### config.mk
export PLATFORM = sky130hd
export DESIGN_NAME = mix_columns_seq
export DESIGN_NICKNAME = d
export VERILOG_FILES = /design/src/rtl/mix_columns_seq.sv
export SDC_FILE = /design/constraint.sdc
export NUM_CORES = 1
export LEC_CHECK = 0
export ABC_AREA = 1
export CAP_MARGIN = 30
export CORE_ASPECT_RATIO = 0.5
export CORE_MARGIN = 1
export CORE_UTILIZATION = 51
export CTS_CLUSTER_DIAMETER = 80
export DETAILED_ROUTE_END_ITERATION = 6
export HOLD_SLACK_MARGIN = 0.03
export PLACE_DENSITY = 0.82
export SLEW_MARGIN = 30
export SYNTH_ARGS = -nofsm -noshare
export SYNTH_HDL_FRONTEND = slang
export SYNTH_SLANG_ARGS = --single-unit
### constraint.sdc
create_clock -name clk -period 4.6 [get_ports clk]
set_clock_uncertainty 0.2 [all_clocks]
set_input_delay 1.15 -clock clk [delete_from_list [all_inputs] [get_ports clk]]
set_output_delay 1.15 -clock clk [all_outputs]
set_load 0.005 [all_outputs]
### src/rtl/mix_columns_seq.sv
// Sequential AES MixColumns / InvMixColumns: takes a 128-bit state, transforms
// one 32-bit column per clock, then holds the result until the consumer takes it.
module mix_columns_seq (
    input  logic         clk,
    input  logic         rst,
    input  logic         in_valid,
    output logic         in_ready,
    input  logic [127:0] in_state,
    input  logic         in_inv,
    output logic         out_valid,
    input  logic         out_ready,
    output logic [127:0] out_state,
    output logic [1:0]   dbg_state_o
);

    // Handshake: a transfer happens on a rising edge where valid && ready are
    // both high; valid and its data stay stable until that edge.
    typedef enum logic [1:0] {
        IDLE = 2'd0,
        CALC = 2'd1,
        DONE = 2'd2
    } state_t;

    state_t       state_q;
    logic [1:0]   col_cnt_q;
    logic [127:0] src_q;
    logic         inv_q;
    logic [127:0] res_q;
    logic         in_ready_q;
    logic         out_valid_q;

    logic [6:0]   col_base;
    logic [31:0]  col_a;
    logic [31:0]  col_d;

    function automatic logic [7:0] xtime(input logic [7:0] x);
        return {x[6:0], 1'b0} ^ (x[7] ? 8'h1b : 8'h00);
    endfunction

    // Coefficients used here never exceed 0x0E, so four xtime-chain terms suffice.
    function automatic logic [7:0] gf_mul(input logic [7:0] x, input logic [3:0] c);
        logic [7:0] x2;
        logic [7:0] x4;
        logic [7:0] x8;
        x2 = xtime(x);
        x4 = xtime(x2);
        x8 = xtime(x4);
        return (c[0] ? x : 8'h00) ^ (c[1] ? x2 : 8'h00) ^
               (c[2] ? x4 : 8'h00) ^ (c[3] ? x8 : 8'h00);
    endfunction

    function automatic logic [31:0] mix_col(input logic [31:0] col, input logic inv);
        logic [7:0] a [4];
        logic [3:0] coef [4];
        logic [7:0] b;
        logic [1:0] idx;
        logic [31:0] res;
        res = 32'h0;
        for (int r = 0; r < 4; r++) begin
            a[r] = col[31-8*r -: 8];
        end
        if (inv) begin
            coef[0] = 4'he; coef[1] = 4'hb; coef[2] = 4'hd; coef[3] = 4'h9;
        end else begin
            coef[0] = 4'h2; coef[1] = 4'h3; coef[2] = 4'h1; coef[3] = 4'h1;
        end
        for (int r = 0; r < 4; r++) begin
            b = 8'h00;
            for (int j = 0; j < 4; j++) begin
                idx = 2'(r + j);
                b = b ^ gf_mul(a[idx], coef[j]);
            end
            res[31-8*r -: 8] = b;
        end
        return res;
    endfunction

    always_comb begin
        col_base = 7'd127 - {col_cnt_q, 5'd0};
        col_a    = src_q[col_base -: 32];
        col_d    = mix_col(col_a, inv_q);
    end

    always_ff @(posedge clk) begin
        if (rst) begin
            state_q     <= IDLE;
            col_cnt_q   <= 2'd0;
            src_q       <= 128'h0;
            inv_q       <= 1'b0;
            res_q       <= 128'h0;
            in_ready_q  <= 1'b1;
            out_valid_q <= 1'b0;
        end else begin
            case (state_q)
                IDLE: begin
                    if (in_valid) begin
                        src_q      <= in_state;
                        inv_q      <= in_inv;
                        col_cnt_q  <= 2'd0;
                        state_q    <= CALC;
                        in_ready_q <= 1'b0;
                    end
                end
                CALC: begin
                    res_q[col_base -: 32] <= col_d;
                    col_cnt_q <= col_cnt_q + 2'd1;
                    if (col_cnt_q == 2'd3) begin
                        state_q     <= DONE;
                        out_valid_q <= 1'b1;
                    end
                end
                DONE: begin
                    if (out_ready) begin
                        state_q     <= IDLE;
                        out_valid_q <= 1'b0;
                        in_ready_q  <= 1'b1;
                    end
                end
                default: begin
                    state_q     <= IDLE;
                    in_ready_q  <= 1'b1;
                    out_valid_q <= 1'b0;
                end
            endcase
        end
    end

    assign in_ready    = in_ready_q;
    assign out_valid   = out_valid_q;
    assign out_state   = res_q;
    assign dbg_state_o = state_q;

endmodule

==> metrics.cfg <==
[status]
status=finished, violations left
violations=design-rule violations

[routing]
vias=16600
dr_wl_met2_microns=21600
drtIter0Drc=2016
drc_errors=17
wl_met3_microns=5370
met1_length_microns=23900
top_layer_used=met5
via_per_inst=5.55
wl_per_cell_microns=17.7
drtAntennaViolNets=0
wirelength_microns=52800
dr.pass1.iters=7

[timing]
max-slew-margin-rel_pct=47.4
worst_pin_slew_ns=0.783
post-route-min-period_ns=3.67
fmax_ghz=0.273
slew_viol_final=0
setup_violations=0
min_period_over_period_pct=79.7
hold_viol=0
fin_setup_tns_ns=0
rsz0062_at_grt=false

[logic_synthesis]
ys_types=38
syn_avg_cell_area_sq_um=6.42
synth-seq-area-share_pct=34.3
netlist_area_sq_um=15400
synth_nets=2527
yosys_register_bits=263
synth_cells=2390
yosys.area.top_type=dfxtp_1
synth.area.top_cells=dfxtp_1, nand2_1, nand3_1, nor2_1, xor2_1
synth_top_area_share_pct=34.3
ys_warn_count=0

[floorplanning]
die_h_microns=125
rows=44
die_w_microns=247
die_area_sq_um=30800
initial_core_util_pct=52.4
boundaryPins=265
core_sq_um=29300

[cells_and_area]
design_area_sq_um=18900
area_delta_synth_final_pct=23.4
drive_above_1_share_pct=6.44
fin_nets=2716
n_fill_cell=2769
antenna_cells=0

[clocking]
clockBufferDepth=3
ctsHoldBuffers=0
clk_pin_slew_worst_paths_ns=0.07
cts_buffers=25
cts_sinks=263
cts_tree=done
clk_latency_ns=0.55
post-cts-setup-buffers=0
cts.htree.levels=1
clock-root-buffer=clkbuf_16
post_cts_resize_count=0

[setup_path]
crit_slowest_cell=inv_6
path_max_fanout=92
crit_path_max_incr_delay_ns=0.52
path_cells=inv_6 -> nand2_1 -> nand2_1 -> nand2_1 -> nand2_1 -> nand2_1 -> nand2_1 -> nand2_1 -> nand2_1 -> nand2_2 -> nand2_1 -> nand2_1 -> xor2_1 -> nand3_1 -> nand2_1 -> nand3_1 -> a21oi_1
required_ns=4.87
start_kind=flop
cp-end-kind=flop
crit_type=reg -> reg
path_common_cell=nand2_1
cp.arrival_ns=3.94
worstRegToRegCells=17

[power_and_ir_drop]
vdd_drop_max_v=0.000312
powerDensity_nw_per_um2=400
p_leak_nw=8.23

[global_routing]
grt_overflow=0
grt_start_max_net_pins=125
grt_pass1_wl_microns=81700
grt_util_all_layers_pct=33.7
grt_pass1_vias=14700
antenna_found_initial=1

[placed_design]
port_buffers=264
place_congestion=1.05
placed_cell_area_sq_um=18100
dp_hpwl_microns=38900

[worst_hold_path]
hold_depth=2
hp-class=reg -> reg

[flow_run]
cap_viol_max_count=0

-- worst max-delay path: cells and delay by family (launching register included) --
family	cells	cell delay (ns)
flops	1	0.37
buf+inv	1	0.52
simple gates	14	2.08
xor+xnor	1	0.22
compound gates	1	0.15
-- layout make-up --
cell class	instances	area, sq um	share of cell area, %
Sequential cell	263	5270	27.8
Inverter	114	435	2.30
Tap cell	391	489	2.58
Clock inverter	12	159	0.839
Clock buffer	30	664	3.51
Timing Repair Buffer	290	2880	15.2
Multi-Input combinational cell	1885	9050	47.8
-- cells by family (layout without fill, tap and decap cells) --
group	count (synthesis)	count (layout)	share of synthesized area (%)
and+or+nand+nor	1466	1466	41.3
buffers and inverters	242	446	6.85
adders and majority gates	4	4	0.326
xor gates and xnor gates	130	130	7.83
AOI/OAI and AO/OA	285	285	9.43
DFF	263	263	34.3
-- flip-flops by register name, summed over array words and instances, names as in the netlist --
name         count
col_cnt_q        2
dbg_state_o      2
in_ready         1
inv_q            1
out_state      128
out_valid        1
src_q          128
-- synth_stat cells, drive strengths merged --
library cell / n
nand2: 848
nand3: 266
dfxtp: 263
nor2: 261
a21oi: 141
o21ai: 138
inv: 114
xor2: 98
clkbuf: 94
nand4: 74
buf: 34
xnor2: 32
nand3b: 10
or2: 7
ha: 4
a21o: 3
a211oi: 1
o21a: 1
o22ai: 1
-- placed cells by master (no fill, tap or decap), types with 74 or more instances in the layout --
master,synthesis,final
nand3_1,251,251
nand2_1,809,808
inv_1,96,94
nor2_1,255,251
dfxtp_1,263,260
a21oi_1,141,141
clkdlybuf4s50_1,0,263
xor2_1,92,92
nand4_1,74,74
o21ai_0,136,136
-- where the power goes --
| part | total, mW | internal, mW | leakage, nW | switching, mW |
|---|---|---|---|---|
| Combinational | 2.92 | 0.924 | 5.67 | 1.99 |
| Sequential | 2.51 | 2.42 | 2.15 | 0.0883 |
| Clock | 2.15 | 1.20 | 0.406 | 0.945 |
| Total | 7.58 | 4.55 | 8.23 | 3.02 |
-- final timing paths --
path / start / end / slack [ns]
min reg2reg: out_state[2] / out_state[2] / 0.26
min: out_state[2] / out_state[2] / 0.26
max: col_cnt_q[0] / out_state[85] / 0.93
max reg2reg: col_cnt_q[0] / out_state[85] / 0.93
-- layer usage --
layer / vias up / track usage [%]
met1: 7591 / 49.7
met4: 2 / 11.3
li1: 8094 / -
met2: 756 / 48.3
met3: 114 / 6.66
met5: - / 0
-- through the flow --
stage | hold WS [ns] | setup WS (ns) | std cells | util [%] | power, mW
after floorplan | 0.230 | 1.93 | 2390 | - | 4.40
after global placement | 0.240 | 1.09 | 2942 | 61.8 | 5.34
after detailed placement | 0.252 | 1.09 | 2942 | 61.8 | 5.38
after CTS | 0.264 | 1.05 | 2984 | 64.6 | 7.50
after global routing | 0.279 | 0.705 | 2985 | 64.7 | 7.95
final | 0.262 | 0.934 | 2985 | 64.7 | 7.58
(Power assumes the default switching activity.)
